`src/rtl/riscv_ctrl_pkg.sv`:
```
`default_nettype none
// ============================================================================
// Module      : riscv_ctrl_pkg
// Description : Shared definitions for the multicycle RV32I controller:
//               state encoding, opcodes, ALUOp codes, datapath select
//               encodings, the per-state control bundle and its decoders.
// Revision    : 1.0 - initial release
// ============================================================================
package riscv_ctrl_pkg;

    localparam int STATE_BITS = 4;

    typedef enum logic [STATE_BITS-1:0] {
        S_FETCH    = 4'd0,
        S_DECODE   = 4'd1,
        S_MEMADR   = 4'd2,
        S_MEMREAD  = 4'd3,
        S_MEMWB    = 4'd4,
        S_MEMWRITE = 4'd5,
        S_EXECUTER = 4'd6,
        S_EXECUTEI = 4'd7,
        S_ALUWB    = 4'd8,
        S_BEQ      = 4'd9,
        S_JAL      = 4'd10,
        S_TRAP     = 4'd11
    } state_t;

    // Opcodes
    localparam logic [6:0] OP_LW  = 7'b0000011;
    localparam logic [6:0] OP_SW  = 7'b0100011;
    localparam logic [6:0] OP_R   = 7'b0110011;
    localparam logic [6:0] OP_I   = 7'b0010011;
    localparam logic [6:0] OP_BEQ = 7'b1100011;
    localparam logic [6:0] OP_JAL = 7'b1101111;

    // ALUOp
    localparam logic [1:0] ALUOP_ADD   = 2'b00;
    localparam logic [1:0] ALUOP_SUB   = 2'b01;
    localparam logic [1:0] ALUOP_FUNCT = 2'b10;

    // Datapath select encodings
    localparam logic       ADR_PC        = 1'b0;
    localparam logic       ADR_ALUOUT    = 1'b1;
    localparam logic [1:0] RES_ALUOUT    = 2'b00;
    localparam logic [1:0] RES_DATA      = 2'b01;
    localparam logic [1:0] RES_ALURESULT = 2'b10;
    localparam logic [1:0] SRCA_PC       = 2'b00;
    localparam logic [1:0] SRCA_OLDPC    = 2'b01;
    localparam logic [1:0] SRCA_RD1      = 2'b10;
    localparam logic [1:0] SRCB_RD2      = 2'b00;
    localparam logic [1:0] SRCB_IMM      = 2'b01;
    localparam logic [1:0] SRCB_FOUR     = 2'b10;
    localparam logic [1:0] IMM_I         = 2'b00;
    localparam logic [1:0] IMM_S         = 2'b01;
    localparam logic [1:0] IMM_B         = 2'b10;
    localparam logic [1:0] IMM_J         = 2'b11;

    typedef struct packed {
        logic       adr_src;
        logic       ir_write;
        logic       mem_write;
        logic       reg_write;
        logic       pc_update;
        logic       branch;
        logic       illegal;
        logic [1:0] result_src;
        logic [1:0] alu_src_a;
        logic [1:0] alu_src_b;
        logic [1:0] alu_op;
    } ctrl_t;

    // Moore output decode: everything not listed for a state stays 0.
    function automatic ctrl_t state_outputs(input state_t s);
        ctrl_t c;
        c = '0;
        case (s)
            S_FETCH: begin
                c.adr_src    = ADR_PC;
                c.ir_write   = 1'b1;
                c.alu_src_a  = SRCA_PC;
                c.alu_src_b  = SRCB_FOUR;
                c.alu_op     = ALUOP_ADD;
                c.result_src = RES_ALURESULT;
                c.pc_update  = 1'b1;
            end
            S_DECODE: begin
                c.alu_src_a = SRCA_OLDPC;
                c.alu_src_b = SRCB_IMM;
                c.alu_op    = ALUOP_ADD;
            end
            S_MEMADR: begin
                c.alu_src_a = SRCA_RD1;
                c.alu_src_b = SRCB_IMM;
                c.alu_op    = ALUOP_ADD;
            end
            S_MEMREAD: begin
                c.result_src = RES_ALUOUT;
                c.adr_src    = ADR_ALUOUT;
            end
            S_MEMWB: begin
                c.result_src = RES_DATA;
                c.reg_write  = 1'b1;
            end
            S_MEMWRITE: begin
                c.result_src = RES_ALUOUT;
                c.adr_src    = ADR_ALUOUT;
                c.mem_write  = 1'b1;
            end
            S_EXECUTER: begin
                c.alu_src_a = SRCA_RD1;
                c.alu_src_b = SRCB_RD2;
                c.alu_op    = ALUOP_FUNCT;
            end
            S_EXECUTEI: begin
                c.alu_src_a = SRCA_RD1;
                c.alu_src_b = SRCB_IMM;
                c.alu_op    = ALUOP_FUNCT;
            end
            S_ALUWB: begin
                c.result_src = RES_ALUOUT;
                c.reg_write  = 1'b1;
            end
            S_BEQ: begin
                c.alu_src_a  = SRCA_RD1;
                c.alu_src_b  = SRCB_RD2;
                c.alu_op     = ALUOP_SUB;
                c.result_src = RES_ALUOUT;
                c.branch     = 1'b1;
            end
            S_JAL: begin
                c.alu_src_a  = SRCA_OLDPC;
                c.alu_src_b  = SRCB_FOUR;
                c.alu_op     = ALUOP_ADD;
                c.result_src = RES_ALUOUT;
                c.pc_update  = 1'b1;
            end
            S_TRAP: begin
                c.illegal = 1'b1;
            end
            default: c = '0;
        endcase
        return c;
    endfunction

    function automatic logic [1:0] imm_src_of(input logic [6:0] op);
        logic [1:0] r;
        case (op)
            OP_SW:   r = IMM_S;
            OP_BEQ:  r = IMM_B;
            OP_JAL:  r = IMM_J;
            default: r = IMM_I;   // lw, I-type and everything else
        endcase
        return r;
    endfunction

endpackage
`default_nettype wire

```
`src/rtl/alu_decoder.sv`:
```
`default_nettype none
// ============================================================================
// Module      : ALU_Decoder
// Description : Maps ALUOp/funct3/funct7 to the 3-bit ALU control code
//               (000 add, 001 sub, 010 and, 011 or, 100 xor, 101 slt).
// Ports       : opb5_i     - opcode bit 5 (distinguishes R-type from I-type)
//               funct3_i   - instruction funct3
//               funct7b5_i - funct7 bit 5
//               alu_op_i   - ALUOp from the main FSM
//               alu_control_o - ALU operation select
// Revision    : 1.0 - initial release
// ============================================================================
module ALU_Decoder
    import riscv_ctrl_pkg::*;
(
    input  logic       opb5_i,
    input  logic [2:0] funct3_i,
    input  logic       funct7b5_i,
    input  logic [1:0] alu_op_i,
    output logic [2:0] alu_control_o
);

    always_comb begin
        alu_control_o = 3'b000;
        case (alu_op_i)
            ALUOP_ADD: alu_control_o = 3'b000;
            ALUOP_SUB: alu_control_o = 3'b001;
            ALUOP_FUNCT: begin
                case (funct3_i)
                    // Only R-type sub sets funct7[5]; for addi that bit is immediate.
                    3'b000:  alu_control_o = (opb5_i & funct7b5_i) ? 3'b001 : 3'b000;
                    3'b010:  alu_control_o = 3'b101;
                    3'b100:  alu_control_o = 3'b100;
                    3'b110:  alu_control_o = 3'b011;
                    3'b111:  alu_control_o = 3'b010;
                    default: alu_control_o = 3'b000;
                endcase
            end
            default: alu_control_o = 3'b000;
        endcase
    end

endmodule
`default_nettype wire

```
`src/rtl/multicycle_controller_main_fsm.sv`:
```
`default_nettype none
// ============================================================================
// Module      : main_fsm
// Description : State register, next-state logic and registered Moore
//               output decode of the multicycle controller.
//               Optional macro MEM_WAIT_EN: FETCH/MEMREAD/MEMWRITE wait for
//               mem_ready_i, with ir_write/pc_update/mem_write gated by it.
// Ports       : clk, reset (async, active-high)
//               op_i        - opcode from IR
//               mem_ready_i - memory handshake (MEM_WAIT_EN only)
//               state_o     - current state
//               ctrl_o      - control bundle for the current state
// Revision    : 1.0 - initial release
// ============================================================================
module main_fsm
    import riscv_ctrl_pkg::*;
(
    input  logic       clk,
    input  logic       reset,
    input  logic [6:0] op_i,
    input  logic       mem_ready_i,
    output state_t     state_o,
    output ctrl_t      ctrl_o
);

    state_t state_q, state_d;
    ctrl_t  ctrl_q;
    logic   mem_go;

`ifdef MEM_WAIT_EN
    assign mem_go = mem_ready_i;
`else
    logic unused_mem_ready;
    assign unused_mem_ready = mem_ready_i;
    assign mem_go           = 1'b1;
`endif

    always_comb begin
        state_d = state_q;
        case (state_q)
            S_FETCH:    if (mem_go) state_d = S_DECODE;
            S_DECODE: begin
                case (op_i)
                    OP_LW, OP_SW: state_d = S_MEMADR;
                    OP_R:         state_d = S_EXECUTER;
                    OP_I:         state_d = S_EXECUTEI;
                    OP_BEQ:       state_d = S_BEQ;
                    OP_JAL:       state_d = S_JAL;
                    default:      state_d = S_TRAP;
                endcase
            end
            S_MEMADR:   state_d = (op_i == OP_LW) ? S_MEMREAD : S_MEMWRITE;
            S_MEMREAD:  if (mem_go) state_d = S_MEMWB;
            S_MEMWB:    state_d = S_FETCH;
            S_MEMWRITE: if (mem_go) state_d = S_FETCH;
            S_EXECUTER: state_d = S_ALUWB;
            S_EXECUTEI: state_d = S_ALUWB;
            S_ALUWB:    state_d = S_FETCH;
            S_BEQ:      state_d = S_FETCH;
            S_JAL:      state_d = S_ALUWB;
            S_TRAP:     state_d = S_TRAP;
            default:    state_d = S_FETCH;
        endcase
    end

    // Outputs are registered from the next state so they are glitch-free
    // and line up with state_q.
    always_ff @(posedge clk or posedge reset) begin
        if (reset) begin
            state_q <= S_FETCH;
            ctrl_q  <= state_outputs(S_FETCH);
        end else begin
            state_q <= state_d;
            ctrl_q  <= state_outputs(state_d);
        end
    end

    // Reset kills every write enable in the cycle it is asserted; the
    // memory handshake gates the side-effecting enables while waiting.
    always_comb begin
        ctrl_o = ctrl_q;
        if (reset) begin
            ctrl_o.ir_write  = 1'b0;
            ctrl_o.mem_write = 1'b0;
            ctrl_o.reg_write = 1'b0;
            ctrl_o.pc_update = 1'b0;
            ctrl_o.branch    = 1'b0;
        end else if (!mem_go) begin
            ctrl_o.ir_write  = 1'b0;
            ctrl_o.mem_write = 1'b0;
            ctrl_o.pc_update = 1'b0;
        end
    end

    assign state_o = state_q;

endmodule
`default_nettype wire

```
`src/rtl/multicycle_controller.sv`:
```
`default_nettype none
// ============================================================================
// Module      : multicycle_controller
// Description : Main control unit of the multicycle RV32I core. Wraps the
//               main FSM, the PC write logic, the immediate-format decode
//               and the ALU decoder. Optional macro: MEM_WAIT_EN.
// Ports       : clk, reset (async, active-high); op/funct3/funct7 from IR;
//               zero (ALU flag); mem_ready; datapath selects and enables;
//               alu_control; illegal_instr (sticky); dbg_state.
// Revision    : 1.0 - initial release
// ============================================================================
module multicycle_controller
    import riscv_ctrl_pkg::*;
#(
    parameter int STATE_W = 4
) (
    input  logic               clk,
    input  logic               reset,
    input  logic [6:0]         op,
    input  logic [2:0]         funct3,
    input  logic [6:0]         funct7,
    input  logic               zero,
    input  logic               mem_ready,
    output logic               pc_write,
    output logic               adr_src,
    output logic               mem_write,
    output logic               ir_write,
    output logic [1:0]         result_src,
    output logic [1:0]         alu_src_a,
    output logic [1:0]         alu_src_b,
    output logic [1:0]         imm_src,
    output logic               reg_write,
    output logic [2:0]         alu_control,
    output logic               illegal_instr,
    output logic [STATE_W-1:0] dbg_state
);

    state_t fsm_state;
    ctrl_t  ctrl;
    logic   unused_funct7;

    main_fsm u_main_fsm (
        .clk         (clk),
        .reset       (reset),
        .op_i        (op),
        .mem_ready_i (mem_ready),
        .state_o     (fsm_state),
        .ctrl_o      (ctrl)
    );

    ALU_Decoder u_alu_decoder (
        .opb5_i        (op[5]),
        .funct3_i      (funct3),
        .funct7b5_i    (funct7[5]),
        .alu_op_i      (ctrl.alu_op),
        .alu_control_o (alu_control)
    );

    assign unused_funct7 = ^{funct7[6], funct7[4:0]};

    assign pc_write      = ctrl.pc_update | (ctrl.branch & zero);
    assign adr_src       = ctrl.adr_src;
    assign mem_write     = ctrl.mem_write;
    assign ir_write      = ctrl.ir_write;
    assign result_src    = ctrl.result_src;
    assign alu_src_a     = ctrl.alu_src_a;
    assign alu_src_b     = ctrl.alu_src_b;
    assign reg_write     = ctrl.reg_write;
    assign illegal_instr = ctrl.illegal;
    assign imm_src       = imm_src_of(op);
    assign dbg_state     = STATE_W'(fsm_state);

endmodule
`default_nettype wire

```
`config.mk`:
```
export PLATFORM = sky130hd
export DESIGN_NAME = multicycle_controller
export DESIGN_NICKNAME = d
export VERILOG_FILES = /design/src/rtl/riscv_ctrl_pkg.sv /design/src/rtl/alu_decoder.sv /design/src/rtl/multicycle_controller_main_fsm.sv /design/src/rtl/multicycle_controller.sv
export SDC_FILE = /design/constraint.sdc
export NUM_CORES = 1
export LEC_CHECK = 0
export BUFFER_PORTS_ARGS = -buffer_cell sky130_fd_sc_hd__buf_2
export CORE_ASPECT_RATIO = 1.4
export CORE_MARGIN = 4
export CORE_UTILIZATION = 50
export CTS_CLUSTER_DIAMETER = 100
export DETAILED_ROUTE_END_ITERATION = 7
export GPL_ROUTABILITY_DRIVEN = 0
export PLACE_DENSITY_LB_ADDON = 0.15
export SETUP_SLACK_MARGIN = 0.02
export SYNTH_ARGS = -nofsm -noshare
export SYNTH_HDL_FRONTEND = slang
export SYNTH_HIERARCHICAL = 1
export SYNTH_SLANG_ARGS = --single-unit
export TNS_END_PERCENT = 20
```
`constraint.sdc`:
```
create_clock -name clk -period 5.1 [get_ports clk]
set_input_delay 1.02 -clock clk [delete_from_list [all_inputs] [get_ports clk]]
set_output_delay 1.02 -clock clk [all_outputs]
set_load 0.03 [all_outputs]
```
==> summary.txt, run 1 <==
Run status
  • Status: finished clean

Global routing
  • GRT Util Overall: between 10 and 15%
  • Initial antenna violation count: 0
  • Number of global-route vias before repair: 766
  • First-pass GRT wire length: between 3000 and 4000 um
  • Largest net degree at the start of global routing: 19
  • Overflow after GRT: 0

Worst setup path
  • CP max-delay cell: or3_1
  • CP delay by family, top: buffers and inverters
  • Max incr delay on CP: 0.32 ns
  • Crit. End Element: primary output
  • CP Class: in -> out
  • Critical Path RT: 4.08 ns
  • Worst setup path startpoint: op[6]
  • R2R Path Start: u_main_fsm/state_o[3]$_DFF_PP0_
  • CP Launch Type: primary input
  • R2R Setup Slk: 3.18 ns
  • Register-to-Register Path Depth: 5
  • Buffers & Inverters on Critical Path: 2
  • Critical path peak fanout: 11
  • FF-to-FF End: u_main_fsm/ctrl_o[5]$_DFF_PP0_
  • CP cell instances: buf_2, or3_1, a21boi_1, buf_2
  • CP arrival: 1.87 ns
  • CP dominant cell by count: buf_2

Logic synthesis
  • Synth unique cells: 36
  • Gate Count Post-Synth: 102
  • Synth Warn #: 6
  • Largest cells by area after synthesis: dfrtp_1, dfstp_2, buf_4
  • Post-Syn Area: roughly 1100 um^2
  • Synthesized net count: ~130
  • Top cell type by total area after synthesis: dfrtp_1
  • Avg Cell Area, Syn: 10.8 um^2
  • Register area share after synthesis: about two fifths
  • Yosys reg bits: 18
  • Synth top area share: 34.2%

Drt
  • Routed Antenna Nets: 0
  • Remaining DRCs: 0
  • Vias per cell: ~5.4
  • WL per Instance: 14.2 um
  • Detailed Route WL: 2100 um
  • First DRT Iteration DRCs: 19
  • DR pass1 iterations: 4
  • Via Count: just over 800

Clocking
  • CTS root buf: clkbuf_4
  • H-tree Lvls: 1
  • Post-CTS setup buffer count: 0
  • Resized cells post-CTS: 0
  • Sink Count: 18
  • Clock transition at path regs: around 0.10 ns
  • Hold Buf Count CTS: 0
  • TritonCTS clock tree: built
  • Clk Latency, worst-skew pair: around 0.29 ns
  • CTS buffer count: 3
  • Deepest clock path buffer count: 2

Floorplanning
  • Die H: between 60 and 70 um
  • Initial Util: 54.3%
  • Chip width: 47.6 um
  • Rows: 19
  • I/O pin count: 42
  • Core area: around 2000 um^2
  • Die area: 3020 um^2

STA
  • RSZ-0062 raised after global routing: no
  • Setup_tns: 0 ns
  • Fmax: 346 MHz
  • Rel. slew slack: between 50% and 60%
  • Final Hold Fails: 0
  • Final Max Tran Viols: 0
  • Final clock period utilization by the worst path: a little under three fifths
  • Skew final: approximately 0.0015 ns
  • Minimum clock period: about 2.9 ns
  • Final setup viols: 0
  • Worst Max-Slew Pin Slew: approximately 0.63 ns

Pwr
  • Net Switching: 322 uW
  • Pwr/cell area: between 500 and 600 nW/um^2
  • Peak supply drop: 0.335 mV
  • Clock power frac: 12.2%
  • Static Leak: 0.000637 uW
  • Sw frac: 45.6%
  • Internal power: 385 uW
  • Combinational share of power: 53.6%
  • Reg power frac: between 30 and 40%

Finish
  • Reg area: 454 um^2
  • Area of the multi-input gates: 507 um^2
  • Share of cells above drive strength 1: 40.2%
  • Nets: 151
  • Area growth, synth to finish: 11.9%
  • Commonest non-fill, non-tap cell in the layout: buf_2
  • Layout fillers: 200
  • Most frequent cells in the layout: buf_2, dfrtp_1, inv_1, nor2b_1, nor2_1
  • Finished Layout Cells: 148
  • Ant diodes: 0

Place
  • DP HPWL: roughly 1600 um
  • IO Port Bufs: 34
  • Placed Cells: 144

Worst hold path
  • Tightest Hold Check Type: reg -> reg
  • Hold Crit Start: u_main_fsm/state_o[0]$_DFF_PP0_
  • Hold Path End: u_main_fsm/ctrl_o[6]$_DFF_PP0_
  • Hold depth: 2

Flow run
  • Max-Cap Viols: 0
per-stage QoR:
step	power, uW	utilization, %	area [um^2]	worst slack, ns	hold WS (ns)
after floorplan	566	-	1100	2.20	0.782
after global placement	613	58.9	1190	2.23	0.679
after detailed placement	624	58.9	1190	2.21	0.685
after CTS	712	60.7	1230	2.21	0.712
after global routing	757	60.7	1230	2.14	0.763
final	707	60.7	1230	2.21	0.716
power by group through the flow:
stage	clock network (uW)	logic (uW)	registers [uW]
after global placement	0	371	242
after CTS	88.1	382	243
after floorplan	0	309	257
after detailed placement	0	378	246
final	85.9	379	242
after global routing	95.7	411	250
worst max path at each step:
stage / end / depth (start not counted)
4_1_cts: imm_src[0] / 4
3_3_place_gp: imm_src[0] / 4
6_report: imm_src[0] / 4
2_1_floorplan: imm_src[0] / 2
3_5_place_dp: imm_src[0] / 4
5_1_grt: imm_src[0] / 4
area by class of cell:
cell class | count | area share (%)
clock buffer | 4 | 2.96
inverter | 9 | 2.75
multi-input combinational | 62 | 41.3
sequential | 18 | 37.0
tap | 21 | 2.14
timing repair buffer | 34 | 13.9
Yosys cell counts:
master	n
nor2_1	7
buf_4	10
a21boi_1	1
o21a_1	1
dfstp_2	3
o22ai_2	1
nand4_1	1
buf_6	2
maj3_1	1
and4b_1	2
nor3_4	2
inv_1	9
nor3_1	2
nand2_2	1
or3_1	2
a21o_1	4
o311a_1	1
o31a_1	1
and3_1	5
nand3_1	2
a21oi_2	1
o41ai_1	2
buf_2	1
a22o_1	1
a221oi_2	1
nor4_1	2
a211oi_2	1
dfrtp_1	15
nand4bb_1	1
nor2b_1	8
nand3b_1	2
o32ai_4	1
ha_1	2
xnor2_1	4
nor4_2	1
nand2b_4	1
registers in the layout, summed over array words and instances (netlist names):
signal              count
u_main_fsm/ctrl_o       9
u_main_fsm/ctrl_q       5
u_main_fsm/state_o      4
layer usage:
metal	part of all wire (%)	up-vias	routed length (um)	track usage [%]
met2	55	24	1160	25.3
met3	5.4	0	113	2.56
li1	-	401	-	-
met4	0	0	0	4.04
met1	39	381	824	18.7
met5	0	-	0	0
kinds of logic after synthesis:
family	Yosys count	share of synthesized area [%]
buffers and inverters	22	12.4
AO/OA/AOI/OAI	16	15.2
AND/OR/NAND/NOR	39	24.6
flip-flops	18	41.4
XOR/XNOR	4	3.19
adder cells (fa/ha/maj)	3	3.19
worst register-to-register path: stages, from the launching register on:
cell	delay, ns
dfrtp_1	0.52
nor3_4	0.29
nand2_2	0.13
o32ai_4	0.43
nor4_1	0.13
or3_1	0.32
No activity file was read; power rests on OpenSTA's default activity.
==> run 2: changes to the inputs <==
- ABC_AREA: unset -> 1
- CORE_UTILIZATION: 50 -> 43
- clock period: 5.1 -> 2.5 ns (I/O delays scaled with it)
==> run 2 against run 1 <==
Effect of this change: critical endpoint is now alu_control[0]; via count is 20% higher; area after synthesis increased by 0.34%; routed wire length is 1.8% higher; non-clock buffer count did not move; cell count is 47% higher; setup slack lost 1.7 ns; die area rose by 14%; largest power group unchanged; worst hold slack worse by 0.39 ns; first-iteration DRC count grew 120%.
==> summary.txt, run 2 <==
Run status
  • Status: finished clean

Global routing
  • Overflow after GRT: 0 (unchanged)
  • GRT Util Overall: 13.7% (-1.3 points)
  • Number of global-route vias before repair: 916 (+20%)
  • Largest net degree at the start of global routing: 19 (unchanged)
  • First-pass GRT wire length: 3640 um (+8.9%)
  • Initial antenna violation count: 0 (unchanged)

Floorplanning
  • Die area: 3450 um^2 (+14%)
  • Chip width: 50.8 um (+6.7%)
  • Core area: 2420 um^2 (+20%)
  • Initial Util: 45.5% (-8.8 points)
  • Rows: 21 (+2)
  • Die H: 67.9 um (+7.0%)
  • I/O pin count: 42 (unchanged)

Drt
  • DR pass1 iterations: 4 (unchanged)
  • WL per Instance: 9.85 um (-31%)
  • Routed Antenna Nets: 0 (unchanged)
  • Via Count: 971 (+20%)
  • Vias per cell: 4.47 (-18%)
  • First DRT Iteration DRCs: 42 (+23)
  • Detailed Route WL: 2140 um (+1.8%)
  • Remaining DRCs: 0 (unchanged)

STA
  • Final setup viols: 0 (unchanged)
  • Fmax: 513 MHz
  • Minimum clock period: 1.95 ns
  • RSZ-0062 raised after global routing: no
  • Rel. slew slack: 57.3% (-0.63 points)
  • Final clock period utilization by the worst path: 78.0%
  • Final Max Tran Viols: 0 (unchanged)
  • Setup_tns: 0 ns (unchanged)
  • Hold WS: 0.325 ns (-0.391 ns)
  • Final Hold Fails: 0 (unchanged)
  • Worst Max-Slew Pin Slew: 0.640 ns (+0.00951 ns)
  • Skew final: 0.00366 ns (+0.00215 ns)

Worst setup path
  • WP depth: 6 (+2)
  • R2R Setup Slk: 0.99 ns (-2.19 ns)
  • Max incr delay on CP: 0.36 ns (+0.04 ns)
  • Crit. End Element: primary output
  • Critical path peak fanout: 3 (-8)
  • CP Class: reg -> out
  • Register-to-Register Path Depth: 8 (+3)
  • CP Launch Type: flop
  • CP max-delay cell: dfrtp_1
  • Buffers & Inverters on Critical Path: 2 (unchanged)
  • Worst setup path startpoint: u_main_fsm/ctrl_o[0]$_DFF_PP0_
  • CP cell instances: inv_1, ha_1, nor2_2, nand3_1, nand2_1, buf_2
  • CP delay by family, top: flip-flops
  • FF-to-FF End: u_main_fsm/ctrl_o[5]$_DFF_PP0_
  • CP arrival: 1.45 ns (-0.42 ns)
  • R2R Path Start: u_main_fsm/state_o[2]$_DFF_PP0_
  • Setup crit end: alu_control[0]
  • Critical Path RT: 2.00 ns (-2.08 ns)

Logic synthesis
  • Synthesized net count: 178 (+42%)
  • Avg Cell Area, Syn: 7.10 um^2 (-34%)
  • Main flop type after synthesis: dfrtp_1
  • Commonest cells post-synth: nand2_1, inv_1, nor2_1, dfrtp_1, nand3_1
  • Synth unique cells: 20 (-44%)
  • Cell with the most instances after synthesis: nand2_1
  • Register area share after synthesis: 41.3% (-0.14 points)
  • Top cell type by total area after synthesis: dfrtp_1
  • Synth top area share: 34.1% (-0.12 points)
  • Gate Count Post-Synth: 155 (+52%)
  • Largest cells by area after synthesis: dfrtp_1, nand2_1, inv_1
  • Synth Warn #: 6 (unchanged)
  • Yosys reg bits: 18 (unchanged)
  • Async set or reset register ratio after synthesis: 100% (unchanged)
  • Post-Syn Area: 1100 um^2 (+0.34%)
  • EDFF count, synth: 0 (unchanged)

Worst hold path
  • Tightest Hold Check Type: in -> async

Finish
  • Most frequent cells in the layout: nand2_1, buf_2, inv_1, nor2_1, dfrtp_1
  • Share of cells above drive strength 1: 30.1% (-10 points)
  • Layout fillers: 256 (+28%)
  • Max reg flops: 9 (unchanged)
  • Ant diodes: 0 (unchanged)
  • Commonest non-fill, non-tap cell in the layout: nand2_1
  • Area growth, synth to finish: 15.8%
  • Nets: 207 (+37%)

Flow run
  • Max-Cap Viols: 0 (unchanged)

Pwr
  • Static Leak: 0.000815 uW (+28%)
  • Peak supply drop: 0.661 mV (+97%)
  • Pwr/cell area: 1030 nW/um^2 (+78%)

Clocking
  • H-tree Lvls: 1 (unchanged)
  • Resized cells post-CTS: 0 (unchanged)
  • Post-CTS setup buffer count: 0 (unchanged)
  • Sink Count: 18 (unchanged)
  • Clock transition at path regs: 0.10 ns (about the same)
  • Deepest clock path buffer count: 2 (unchanged)
  • Clk Latency, worst-skew pair: 0.29 ns (about the same)
  • TritonCTS clock tree: built
  • Hold Buf Count CTS: 0 (unchanged)
  • CTS root buf: clkbuf_4
  • CTS buffer count: 3 (unchanged)

Place
  • DP HPWL: 1750 um (+6.7%)
  • IO Port Bufs: 34 (unchanged)
run 2: changes by cell type after synthesis, sizes merged, moves of 4 or more:
cell,delta
nand2,+36
nor2,+22
inv,+26
and3,-4
xnor2,-4
nor2b,-8
nand3,+12
run 2: final cells by class:
cell class | count | area [um^2] | share of cell area, %
inverters | 35 | 131 | 10.3
well taps | 34 | 42.5 | 3.34
flip-flops and latches | 18 | 454 | 35.6
clock buffers | 4 | 36.3 | 2.85
multi-input cells | 92 | 440 | 34.5
repair buffers | 34 | 170 | 13.3
run 2: cells by family (layout without fill, tap and decap cells):
family | count (synthesis) | count (layout) | synth area share, %
AOI/OAI and AO/OA | 7 | 7 | 3.86
DFF | 18 | 18 | 41.3
buffers and inverters | 45 | 73 | 18.8
and+or+nand+nor | 83 | 83 | 33.9
adders and majority gates | 2 | 2 | 2.27
run 2: metrics by stage:
stage / power, uW / cell area (um^2) / worst slack [ns] / std cells / util, %
4_1_cts: 1320 / 1270 / 0.528 / 217 / 52.7
6_report: 1310 / 1270 / 0.551 / 217 / 52.7
2_1_floorplan: 1030 / 1100 / 0.516 / 155 / -
5_1_grt: 1410 / 1270 / 0.437 / 217 / 52.7
3_3_place_gp: 1120 / 1240 / 0.872 / 213 / 51.2
3_5_place_dp: 1140 / 1240 / 0.855 / 213 / 51.2
run 2: power by group:
part | internal (uW) | total [uW] | switching (uW) | leakage, uW
Sequential | 408 | 470 | 61.5 | 0.000230
Clock | 88.7 | 175 | 85.8 | 0.0000210
Combinational | 198 | 663 | 465 | 0.000564
run 2: worst min path at each step:
stage / endpoint / slack (ns) / cells after the start
floorplan: u_main_fsm/ctrl_o[0]$_DFF_PP0_ / 0.44 / 1
global placement: u_main_fsm/ctrl_o[14]$_DFF_PP0_ / 0.62 / 2
detailed placement: u_main_fsm/ctrl_o[14]$_DFF_PP0_ / 0.63 / 2
CTS: u_main_fsm/ctrl_q[9]$_DFF_PP0_ / 0.35 / 2
global route: u_main_fsm/state_o[2]$_DFF_PP0_ / 0.38 / 2
finish: u_main_fsm/ctrl_q[9]$_DFF_PP0_ / 0.33 / 2
run 2: layer usage:
layer	global-route usage, %	vias to the layer above	wire (um)
li1	-	506	-
met4	5.72	0	16
met1	14.4	430	845
met2	26.6	31	1140
met3	2.18	4	135
met5	0	-	0
run 2: worst reg2reg max path, stage by stage (launching register included):
cell	delay, ns
dfrtp_1	0.48
nor2_4	0.17
nand3_1	0.17
nor2_1	0.15
nand2_1	0.11
nand3_2	0.11
nor2_2	0.05
nand2_1	0.08
nand3_1	0.07
==> run 3: changes to the inputs <==
- ABC_AREA: 1 -> 0
- CORE_UTILIZATION: 43 -> 48
- clock period: 2.5 -> 2 ns (I/O delays scaled with it)
==> run 3 against run 2 <==
Effect of this change: register-to-register slack worse by 0.84 ns; critical path depth down 1; sequential share of layout area is 0.17 points lower; worst hold slack worse by 0.11 ns; via count shrank 14%; routed wire length up 1.1%; largest power group unchanged.
==> summary.txt, run 3 (synthesis results as in run 1) <==
STA
  • RSZ-0062 raised after global routing: no
  • Final setup viols: 0 (unchanged)
  • Minimum clock period: 1.89 ns
  • Final Hold Fails: 0 (unchanged)
  • Worst Max-Slew Pin Slew: 0.634 ns (-0.00567 ns)
  • Skew final: 0.00773 ns (+0.00407 ns)
  • Final clock period utilization by the worst path: 94.6%
  • Final Max Tran Viols: 0 (unchanged)
  • Setup_tns: 0 ns (unchanged)
  • Rel. slew slack: 57.7% (+0.38 points)
  • Fmax: 529 MHz
  • Hold WS: 0.211 ns (-0.115 ns)

Worst hold path
  • Tightest Hold Check Type: in -> async

Floorplanning
  • Rows: 20 (-4.8%)
  • Die area: 3130 um^2 (-9.3%)
  • Initial Util: 50.4% (+4.9 points)
  • I/O pin count: 42 (unchanged)
  • Die H: 64.6 um (-4.9%)
  • Chip width: 48.4 um (-4.6%)
  • Core area: 2180 um^2 (-9.9%)

Finish
  • Commonest non-fill, non-tap cell in the layout: buf_2
  • Ant diodes: 0 (unchanged)
  • Share of cells above drive strength 1: 43.3% (+13 points)
  • Fin util: 58.9% (+6.1 points)
  • Area of the multi-input gates: 507 um^2 (+15%)
  • Area growth, synth to finish: 16.8%
  • Finished Layout Cells: 156 (-28%)
  • Nets: 158 (-24%)
  • Reg area: 454 um^2 (unchanged)
  • Most frequent cells in the layout: buf_2, dfrtp_1, inv_1, nor2b_1
  • Max reg flops: 9 (unchanged)
  • Layout fillers: 191 (-25%)

Worst setup path
  • Critical path peak fanout: 2 (-1)
  • Worst setup path startpoint: u_main_fsm/ctrl_o[0]$_DFF_PP0_
  • CP arrival: 1.49 ns (+0.04 ns)
  • CP Class: reg -> out
  • Critical Path RT: 1.60 ns (-0.40 ns)
  • Crit. End Element: primary output
  • R2R Path Start: u_main_fsm/state_o[3]$_DFF_PP0_
  • CP Launch Type: flop

Place
  • IO Port Bufs: 34 (unchanged)
  • DP HPWL: 1760 um (+0.75%)
  • Placed Cells: 152 (-29%)

Clocking
  • Clk Latency, worst-skew pair: 0.30 ns (about the same)
  • Resized cells post-CTS: 0 (unchanged)
  • Clock transition at path regs: 0.11 ns (about the same)
  • CTS root buf: clkbuf_4
  • CTS buffer count: 3 (unchanged)
  • Deepest clock path buffer count: 2 (unchanged)
  • Sink Count: 18 (unchanged)
  • TritonCTS clock tree: built
  • H-tree Lvls: 1 (unchanged)
  • Hold Buf Count CTS: 0 (unchanged)
  • Post-CTS setup buffer count: 0 (unchanged)

Global routing
  • Largest net degree at the start of global routing: 19 (unchanged)
  • GRT Util Overall: 14.5% (+0.79 points)
  • Number of global-route vias before repair: 828 (-9.6%)
  • First-pass GRT wire length: 3590 um (-1.3%)
  • Initial antenna violation count: 0 (unchanged)
  • Overflow after GRT: 0 (unchanged)

Pwr
  • Combinational share of power: 55.3% (+4.6 points)
  • Internal power: 1050 uW (+51%)
  • Peak supply drop: 0.951 mV (+44%)
  • Pwr Total: 1880 uW (+44%)
  • Reg power frac: 32.7% (-3.2 points)
  • Clock power frac: 12.0% (-1.3 points)
  • Sw frac: 44.3% (-2.5 points)
  • Net Switching: 836 uW (+37%)
  • Static Leak: 0.000671 uW (-18%)
  • Pwr/cell area: 1470 nW/um^2 (+43%)

Drt
  • Vias per cell: 5.36 (+20%)
  • Via Count: 836 (-14%)
  • DR pass1 iterations: 4 (unchanged)
  • WL per Instance: 13.9 um (+41%)
  • Detailed Route WL: 2160 um (+1.1%)
  • Routed Antenna Nets: 0 (unchanged)
  • Remaining DRCs: 0 (unchanged)
  • First DRT Iteration DRCs: 8 (-81%)

Run status
  • Status: finished clean

Flow run
  • Max-Cap Viols: 0 (unchanged)
-- run 3: worst paths after layout --
kind / end / slack (ns) / cells past startpoint
min in group clk: u_main_fsm/ctrl_o[1]$_DFF_PP0_ / 0.45 / 3
max in group asynchronous: u_main_fsm/state_o[1]$_DFF_PP0_ / 1.38 / 2
worst min-delay path: u_main_fsm/ctrl_o[4]$_DFF_PP0_ / 0.21 / 2
worst max-delay path: alu_control[0] / 0.11 / 5
worst max register to register: u_main_fsm/ctrl_o[5]$_DFF_PP0_ / 0.15 / 6
worst min register to register: u_main_fsm/ctrl_o[2]$_DFF_PP0_ / 0.71 / 2
-- run 3: per-stage QoR --
stage	setup WS (ns)	area (um^2)
2_1_floorplan	0.131	1100
3_3_place_gp	0.0800	1240
3_5_place_dp	0.120	1240
4_1_cts	0.0911	1280
5_1_grt	0.0316	1280
6_report	0.108	1280
-- run 3: worst max-delay path, cell delays in order (launching register included) --
cell and delay (ns):
dfrtp_1 0.39, inv_1 0.06, ha_1 0.21, nand2b_4 0.07, a221oi_2 0.24, buf_2 0.23
-- run 3: layout make-up --
cell class | instances | share of cell area [%]
multi-input combinational | 62 | 39.6
sequential | 18 | 35.4
timing repair buffer | 41 | 17.4
clock buffer | 4 | 2.83
inverter | 9 | 2.64
tap | 22 | 2.15
-- run 3: power by group through the flow --
| stage | clock network [uW] | logic (uW) | registers, uW |
|---|---|---|---|
| finish | 227 | 1040 | 616 |
| detailed placement | 0 | 1040 | 625 |
| global route | 245 | 1130 | 642 |
| CTS | 230 | 1050 | 618 |
| floorplan | 0 | 789 | 655 |
| global placement | 0 | 1040 | 621 |
-- run 3: layer usage --
| metal | up-vias | global-route usage (%) | part of all wire (%) |
|---|---|---|---|
| met5 | - | 0 | 0 |
| met2 | 15 | 28.6 | 58 |
| met1 | 400 | 13.6 | 35 |
| met3 | 5 | 2.53 | 4.3 |
| met4 | 0 | 7.27 | 2.1 |
| li1 | 416 | - | - |
